[src/rtl/alu_pkg.sv]
// Shared opcode and FSM state definitions for the shared-ALU controller.
package alu_pkg;

  localparam int unsigned OP_W = 2;

  typedef enum logic [OP_W-1:0] {
    OP_ADD  = 2'b00,
    OP_SUB  = 2'b01,
    OP_SLT  = 2'b10,
    OP_SLTU = 2'b11
  } op_t;

  typedef enum logic [1:0] {
    ST_IDLE = 2'b00,
    ST_BUSY = 2'b01,
    ST_DONE = 2'b10
  } state_t;

endpackage

[src/rtl/alu_core.sv]
// Combinational add/sub/compare datapath built on a single ripple adder.
module alu_core
  import alu_pkg::*;
#(
  parameter int unsigned WIDTH = 32
) (
  input  op_t              op,
  input  logic [WIDTH-1:0] x,
  input  logic [WIDTH-1:0] y,
  output logic [WIDTH-1:0] f,
  output logic             overflow
);

  logic [WIDTH-1:0] y_eff;
  logic [WIDTH-1:0] sum;
  logic             c;
  logic             c_msb_in;
  logic             c_out;
  logic             arith_ovf;

  // Subtract and both compares reuse the adder as x + ~y + 1.
  always_comb begin
    y_eff    = (op == OP_ADD) ? y : ~y;
    c        = (op != OP_ADD);
    sum      = '0;
    c_msb_in = 1'b0;
    for (int unsigned i = 0; i < WIDTH; i++) begin
      sum[i] = x[i] ^ y_eff[i] ^ c;
      if (i == WIDTH - 1) begin
        c_msb_in = c;
      end
      c = (x[i] & y_eff[i]) | (c & (x[i] ^ y_eff[i]));
    end
    c_out = c;
  end

  assign arith_ovf = c_msb_in ^ c_out;

  always_comb begin
    f        = '0;
    overflow = 1'b0;
    unique case (op)
      OP_ADD, OP_SUB: begin
        f        = sum;
        overflow = arith_ovf;
      end
      OP_SLT:  f[0] = sum[WIDTH-1] ^ arith_ovf;
      OP_SLTU: f[0] = ~c_out;
      default: f    = '0;
    endcase
  end

endmodule

[src/rtl/alu_share_ctrl.sv]
// Round-robin arbiter and 3-state sequencer sharing one alu_core among NREQ requesters.
module alu_share_ctrl
  import alu_pkg::*;
#(
  parameter int unsigned NREQ  = 4,
  parameter int unsigned WIDTH = 32,
  localparam int unsigned IW   = (NREQ > 1) ? $clog2(NREQ) : 1
) (
  input  logic                  clk,
  input  logic                  rst_n,
  input  logic [NREQ-1:0]       req_valid,
  output logic [NREQ-1:0]       req_ready,
  input  logic [2*NREQ-1:0]     req_op,
  input  logic [WIDTH*NREQ-1:0] req_x,
  input  logic [WIDTH*NREQ-1:0] req_y,
  output logic                  rsp_valid,
  input  logic                  rsp_ready,
  output logic [IW-1:0]         rsp_id,
  output logic [WIDTH-1:0]      rsp_f,
  output logic                  rsp_overflow
);

  state_t           state_q, state_d;
  logic [IW-1:0]    rr_ptr_q, rr_ptr_d;
  op_t              op_q;
  logic [WIDTH-1:0] x_q, y_q;
  logic [IW-1:0]    id_q;
  logic [WIDTH-1:0] f_q;
  logic             ovf_q;
  logic [IW-1:0]    rsp_id_q;

  logic             gnt_found;
  logic [IW-1:0]    gnt_idx;
  int unsigned      cand;
  logic             accept;
  logic [OP_W-1:0]  sel_op;
  logic [WIDTH-1:0] sel_x, sel_y;
  logic [WIDTH-1:0] core_f;
  logic             core_ovf;

  // First valid requester at or above rr_ptr, wrapping modulo NREQ.
  always_comb begin
    gnt_found = 1'b0;
    gnt_idx   = '0;
    cand      = 0;
    for (int unsigned k = 0; k < NREQ; k++) begin
      cand = (32'(rr_ptr_q) + k) % NREQ;
      if (!gnt_found && req_valid[cand]) begin
        gnt_found = 1'b1;
        gnt_idx   = IW'(cand);
      end
    end
  end

  always_comb begin
    sel_op = '0;
    sel_x  = '0;
    sel_y  = '0;
    for (int unsigned i = 0; i < NREQ; i++) begin
      if (gnt_idx == IW'(i)) begin
        sel_op = req_op[2*i +: 2];
        sel_x  = req_x[WIDTH*i +: WIDTH];
        sel_y  = req_y[WIDTH*i +: WIDTH];
      end
    end
  end

  always_comb begin
    state_d   = state_q;
    rr_ptr_d  = rr_ptr_q;
    req_ready = '0;
    accept    = 1'b0;
    unique case (state_q)
      ST_IDLE: begin
        if (gnt_found) begin
          req_ready[gnt_idx] = 1'b1;
          accept             = 1'b1;
          state_d            = ST_BUSY;
          rr_ptr_d           = (gnt_idx == IW'(NREQ - 1)) ? '0 : gnt_idx + 1'b1;
        end
      end
      ST_BUSY: state_d = ST_DONE;
      ST_DONE: begin
        if (rsp_ready) begin
          state_d = ST_IDLE;
        end
      end
      default: state_d = ST_IDLE;
    endcase
  end

  alu_core #(
    .WIDTH(WIDTH)
  ) u_alu_core (
    .op      (op_q),
    .x       (x_q),
    .y       (y_q),
    .f       (core_f),
    .overflow(core_ovf)
  );

  always_ff @(posedge clk or negedge rst_n) begin
    if (!rst_n) begin
      state_q  <= ST_IDLE;
      rr_ptr_q <= '0;
      op_q     <= OP_ADD;
      x_q      <= '0;
      y_q      <= '0;
      id_q     <= '0;
      f_q      <= '0;
      ovf_q    <= 1'b0;
      rsp_id_q <= '0;
    end else begin
      state_q  <= state_d;
      rr_ptr_q <= rr_ptr_d;
      if (accept) begin
        op_q <= op_t'(sel_op);
        x_q  <= sel_x;
        y_q  <= sel_y;
        id_q <= gnt_idx;
      end
      if (state_q == ST_BUSY) begin
        f_q      <= core_f;
        ovf_q    <= core_ovf;
        rsp_id_q <= id_q;
      end
    end
  end

  assign rsp_valid    = (state_q == ST_DONE);
  assign rsp_id       = rsp_id_q;
  assign rsp_f        = f_q;
  assign rsp_overflow = ovf_q;

endmodule

[config.mk]
export PLATFORM = sky130hd
export DESIGN_NAME = alu_share_ctrl
export DESIGN_NICKNAME = d
export VERILOG_FILES = /design/src/rtl/alu_pkg.sv /design/src/rtl/alu_core.sv /design/src/rtl/alu_share_ctrl.sv
export SDC_FILE = /design/constraint.sdc
export NUM_CORES = 1
export LEC_CHECK = 0
export CORE_UTILIZATION = 47
export CTS_CLUSTER_SIZE = 10
export DETAILED_ROUTE_END_ITERATION = 6
export PLACE_DENSITY = 0.88
export RECOVER_POWER = 100
export SYNTH_ARGS = -nofsm -noshare
export SYNTH_HDL_FRONTEND = slang
export SYNTH_SLANG_ARGS = --single-unit
[constraint.sdc]
create_clock -name clk -period 26.7 [get_ports clk]
set_input_delay 2.67 -clock clk [delete_from_list [all_inputs] [get_ports clk]]
set_output_delay 2.67 -clock clk [all_outputs]
set_load 0.05 [all_outputs]
==> results.toml, run 1 <==
[clock_network]
cts_hold_buf = 0
tritoncts = "built"
clkTransAtPathRegs_ps = 70
root_buffer = "clkbuf_16"
clock_latency_ps = 350
cts_sinks = 107
cts_resized = 0
clockBufferDepth = 2
cts_made_buffers = 9
htreeDepth = 3
cts.repair_timing.setup_buffer_count = 0

[worst_setup_path]
critPathBufInv = 2
crit_fanout = 37
crit_type = "reg -> reg"
start_kind = "flip-flop"
critPathMaxStageDelay_ps = 1010
reg2reg_to = "rsp_f[0]"
regToRegSetupSlack_ps = 11660
required_ps = 26930
critPathSlowestCell = "dfrtp_1"
crit_top_cell = "fa_1"
path_delay_family = "adder cells"
critical_path_depth = 38
crit_path_end_kind = "flip-flop"
worst_ep_arrival_time_ps = 15260
regToRegStartpoint = "op_q[1]"
worstRegToRegCells = 38

[timing]
fin_crit_sh_pct = 56.3
finalSetupTns_ps = 0
drv_slew = 441
finalSetupViolCount = 0
fin_crit_ps = 15040
max_slew.worst_pin.slew_ps = 3120
fin_hold_ws_ps = 474
skew_ps = 6.86
slew_headroom_pct = -108
hold_viol = 0
fmax_mhz = 66.5
rsz0062_at_grt = "false"

[synthesis]
netlist_instances = 792
synth_area_um2 = 7160
avgSynthCellArea_um2 = 9.04
ys_ff_latch = 107
synth_fp_nets = 1099
ys_warn_count = 0
ys_types = 31
seq_area_frac_synth_pct = 37.4

[outcome]
status = "finished, violations left"
violations = "DRC, capacitance limit, slew limit"

[grt]
grt_overflow = 0
grt_usage_pct = 29.9
grt_first_pass_wirelength_um = 36100
grt_antenna_before_repair = 0
grt_pass1_vias = 6712
grt_max_degree = 85

[pwr]
power_frac_clock_pct = 10.0
power_frac_seq_pct = 23.7
p_sw_share_pct = 47.6
p_sw_mw = 0.638
p_int_mw = 0.701
p_leak_nw = 4.43
p_comb_share_pct = 66.3
p_per_area_nw_per_um2 = 129
vdd_drop_max_uv = 90.3

[final_layout]
n_antenna_cell = 0
synthToLayoutAreaGrowth_pct = 45.6
layout.nets = 1352
drive_gt1_share_pct = 2.19

[placement]
gp_congestion = 0.917
port_buffers = 310
place_hpwl_um = 17000

[routing]
drt-initial-drc-count = 562
wl_per_cell_um = 18.7
drc = 21
drtPass1Iterations = 7
final_antenna_net_count = 0
drt_wl_total_um = 23100
vias = 6850
vias_per_cell = 5.56

[floorplanning]
core_um2 = 14700
die_w_um = 125
ios = 311
die_h_um = 125
num_rows = 44
start_util_pct = 48.7
dieArea_um2 = 15700

[worst_hold_path]
hp-start = "rsp_f[21]"
whs_endpoint = "rsp_f[21]"
hold_path_class = "reg -> reg"
worstHoldPathCells = 2

[run]
cap_violations = 8
## power groups by stage
stage	registers (mW)	clock network (mW)	logic, mW
4_1_cts	0.317	0.136	0.895
5_1_grt	0.328	0.143	0.996
3_5_place_dp	0.320	0	0.888
2_1_floorplan	0.356	0	0.613
3_3_place_gp	0.315	0	0.857
6_report	0.317	0.134	0.888
## flip-flops by register name, summed over array words and instances, names as in the netlist, 2 cells and up
register  flops
id_q          2
op_q          2
rr_ptr_q      2
rsp_f        32
rsp_id        2
state_q       2
x_q          32
y_q          32
## worst register-to-register path: cells and delay by family (launching register included)
family	cells	cell delay, ps
multiplexers	1	150
XOR/XNOR	1	170
AND/OR/NAND/NOR	1	40
flip-flops	1	1010
adder cells (fa/ha/maj)	31	13130
buffers and inverters	2	130
AO/OA/AOI/OAI	2	270
## logic make-up (layout without fill, tap and decap cells)
| group | count (synthesis) | in the layout | synth area share, % |
|---|---|---|---|
| AO/OA/AOI/OAI | 308 | 308 | 28.7 |
| XOR/XNOR | 33 | 33 | 4.04 |
| adder cells (fa/ha/maj) | 36 | 36 | 9.65 |
| buffers and inverters | 152 | 409 | 9.80 |
| flip-flops | 107 | 107 | 37.4 |
| multiplexers | 5 | 5 | 0.804 |
| AND/OR/NAND/NOR | 151 | 151 | 9.61 |
## per-stage QoR
step                      cell area (um^2)  util [%]  total power [mW]  worst slack (ps)  std cells
after global placement               10200      69.2              1.17             11870       1218
after global routing                 10400      70.9              1.47             10960       1233
after CTS                            10500      71.2              1.35             11570       1233
after floorplan                       7160         -             0.970             12390        792
final                                10400      70.9              1.34             11660       1233
after detailed placement             10200      69.2              1.21             11630       1218
## cells in the mapped netlist, drive strengths merged
master,instances,area [um^2]
xor2,1,8.76
nor2,69,259
o31ai,3,27.5
nor2b,1,8.76
a211o,65,569
o21ai,35,175
o22ai,1,6.26
fa,32,641
mux2i,2,20.0
dfrtp,107,2680
nor3,2,10.0
nand2b,34,213
buf,35,263
a21oi,135,676
xnor2,32,280
clkbuf,40,150
mux2,3,37.5
inv,77,289
and2,4,25.0
nand2,38,143
ha,4,50.1
a221oi,66,578
o21a,1,7.51
nor4,2,18.8
a22oi,2,15.0
or3,1,11.3
## worst max path at each step
stage          slack (ps)    start        to
4_1_cts             11570  op_q[1]  rsp_f[0]
3_3_place_gp        11870  op_q[1]  rsp_f[0]
3_5_place_dp        11630  op_q[1]  rsp_f[0]
6_report            11660  op_q[1]  rsp_f[0]
5_1_grt             10960  op_q[1]  rsp_f[0]
2_1_floorplan       12390  op_q[1]  rsp_f[0]
## layout by cell type, fill, tap and decap left out, types with 32 or more instances in the layout
master,count
nor2_1,68
clkdlybuf4s50_1,270
a211o_1,65
dlygate4sd3_1,39
nand2b_1,34
xnor2_1,32
a21oi_1,135
fa_1,32
o21ai_0,35
dfrtp_1,107
inv_1,77
nand2_1,38
a221oi_1,66
## metal layers
layer	share of wire, %	track usage [%]	wire length (um)	up-vias
li1	-	-	-	3272
met1	43	39.3	9810	3267
met2	49	49.6	11300	286
met3	6.7	5.78	1540	25
met4	2.0	9.40	450	0
met5	0	0	0	-
## final cells by class
cell class | count | area [um^2]
Clock buffer | 13 | 260
Tap cell | 184 | 230
Fill cell | 1129 | 4280
Sequential cell | 107 | 2680
Timing Repair Buffer | 317 | 3130
Clock inverter | 2 | 35.0
Multi-Input combinational cell | 533 | 3800
Inverter | 77 | 289
(Power assumes the default switching activity.)
==> inputs of run 2 (changes only) <==
--- a/config.mk
+++ b/config.mk
@@ -5,10 +5,10 @@
 export SDC_FILE = /design/constraint.sdc
 export NUM_CORES = 1
 export LEC_CHECK = 0
-export CORE_UTILIZATION = 47
+export CORE_UTILIZATION = 43
 export CTS_CLUSTER_SIZE = 10
 export DETAILED_ROUTE_END_ITERATION = 6
-export PLACE_DENSITY = 0.88
+export PLACE_DENSITY = 0.81
 export RECOVER_POWER = 100
 export SYNTH_ARGS = -nofsm -noshare
 export SYNTH_HDL_FRONTEND = slang
==> constraint.sdc (replaced) <==
create_clock -name clk -period 13.9 [get_ports clk]
set_input_delay 1.39 -clock clk [delete_from_list [all_inputs] [get_ports clk]]
set_output_delay 1.39 -clock clk [all_outputs]
set_load 0.05 [all_outputs]
==> run 2 against run 1 <==
  * Maximum frequency rose by 12%
  * Critical path type unchanged
  * Hold slack is essentially flat
  * The run ends with capacitance limit, slew limit left
  * Total power up 97%
  * Final cell count grew 3.4%
  * Global-route usage is 2.5 points lower
  * Non-clock buffer count is 9 higher
  * Highest routed layer unchanged
  * Wire length is 0.86% higher
  * Die area up 9.2%
  * Design area up 1.5%
  * Core utilization shrank 5.0 points
  * Sequential power is 88% higher
  * Via count is 0.77% higher
==> results.toml, run 2 (synthesis gave the netlist of run 1 again) <==
[outcome]
status = "finished, violations left"
violations = "capacitance limit, slew limit"

[final_layout]
final_common_cell = "clkdlybuf4s50_1"
synthToLayoutAreaGrowth_pct = 47.7
n_antenna_cell = 0
drive_gt1_share_pct = 4.82
fin_util_pct = 65.9
fillers = 1316
final_cells = 1275
layout.nets = 1361
stdcell_area_um2 = 10600
most-common-layout-cells = "clkdlybuf4s50_1 (271), a21oi_1 (135), dfrtp_1 (106), inv_1 (77), nor2_1 (68)"

[grt]
grt_usage_pct = 27.4
grt_first_pass_wirelength_um = 34800
grt_max_degree = 76
grt_pass1_vias = 6571
grt_overflow = 0
grt_antenna_before_repair = 0

[worst_setup_path]
crit_path_end_kind = "flip-flop"
crit_type = "reg -> reg"
worst_ep_arrival_time_ps = 13700
critPathSlowestCell = "dfrtp_2"
regToRegStartpoint = "op_q[0]"
crit_fanout = 4
critPathMaxStageDelay_ps = 440
setup.worst_path.start = "op_q[0]"
crit_top_cell = "fa_2"
required_ps = 14170
start_kind = "flip-flop"

[placement]
port_buffers = 310
dpl_cell_area_um2 = 10300
dpl.cell_count = 1258
place_hpwl_um = 17300
gp_congestion = 0.876
preCtsSetupSlack_ps = -308

[floorplanning]
num_rows = 46
die_w_um = 131
ios = 311
core_um2 = 16100
die_h_um = 131
dieArea_um2 = 17200
start_util_pct = 44.6

[clock_network]
clkTransAtPathRegs_ps = 70
clockBufferDepth = 2
cts_sinks = 107
clock_latency_ps = 350
root_buffer = "clkbuf_16"
tritoncts = "built"
cts_made_buffers = 9
cts_hold_buf = 0
htreeDepth = 3

[timing]
finalSetupViolCount = 0
drv_slew = 365
fin_hold_ws_ps = 474
fin_crit_ps = 13430
skew_ps = 7.85
max_slew.worst_pin.slew_ps = 3430
setup_slack_ps = 465
fmax_mhz = 74.4
rsz0062_at_grt = "false"
slew_headroom_pct = -129
fin_crit_sh_pct = 96.7
hold_viol = 0

[routing]
drt_wl_total_um = 23300
final_antenna_net_count = 0
drtPass1Iterations = 5
drt-initial-drc-count = 442
drc = 0
vias_per_cell = 5.41
vias = 6903
wl_per_cell_um = 18.2

[run]
cap_violations = 7

[pwr]
p_leak_nw = 4.44
p_per_area_nw_per_um2 = 249
vdd_drop_max_uv = 140

[worst_hold_path]
hold_path_class = "reg -> reg"
hp-start = "rsp_f[19]"
-- run 2: area by class of cell --
class	instances	area [um^2]	area share (%)
Clock buffer	12	246	2.33
Inverter	77	289	2.73
Timing Repair Buffer	326	3200	30.2
Multi-Input combinational cell	533	3840	36.3
Clock inverter	4	50.0	0.473
Sequential cell	107	2680	25.3
Tap cell	216	270	2.56
-- run 2: stage by stage --
stage / power, mW / TNS, ps
3_5_place_dp: 2.36 / -903
3_3_place_gp: 2.31 / -425
4_1_cts: 2.65 / 0
5_1_grt: 2.89 / 0
2_1_floorplan: 1.88 / 0
6_report: 2.63 / 0
-- run 2: worst max-delay path, delay by kind of cell, from the launching register on --
family | cells | cell delay (ps)
muxes | 1 | 160
AOI/OAI and AO/OA | 3 | 320
DFF | 1 | 440
and+or+nand+nor | 1 | 180
adders and majority gates | 31 | 12120
buffers and inverters | 2 | 130
-- run 2: path summary, 6_finish.rpt --
path	depth (start not counted)	slack [ps]	to
hold reg to reg	2	470	rsp_f[19]
max in group asynchronous	2	8010	rsp_f[28]
setup / recovery	38	470	rsp_f[0]
hold / removal	2	470	rsp_f[19]
setup reg to reg	38	470	rsp_f[0]
min in group asynchronous	1	1720	rsp_f[8]
-- run 2: layer usage --
metal / global-route usage [%] / part of all wire (%)
met2: 45.2 / 48
met5: 0 / 0
met4: 9.26 / 2.2
met1: 35.6 / 42
met3: 6.07 / 7.7
-- run 2: where the power goes --
group / switching [mW] / internal, mW / total [mW]
registers: 0.128 / 0.468 / 0.596
logic: 1.01 / 0.769 / 1.78
clock network: 0.115 / 0.145 / 0.259
total: 1.25 / 1.38 / 2.63
-- run 2: timing repair --
action	in CTS	in global routing
setup buffers	1	0
setup endpoints to repair	3	3
gates resized for setup	6	9
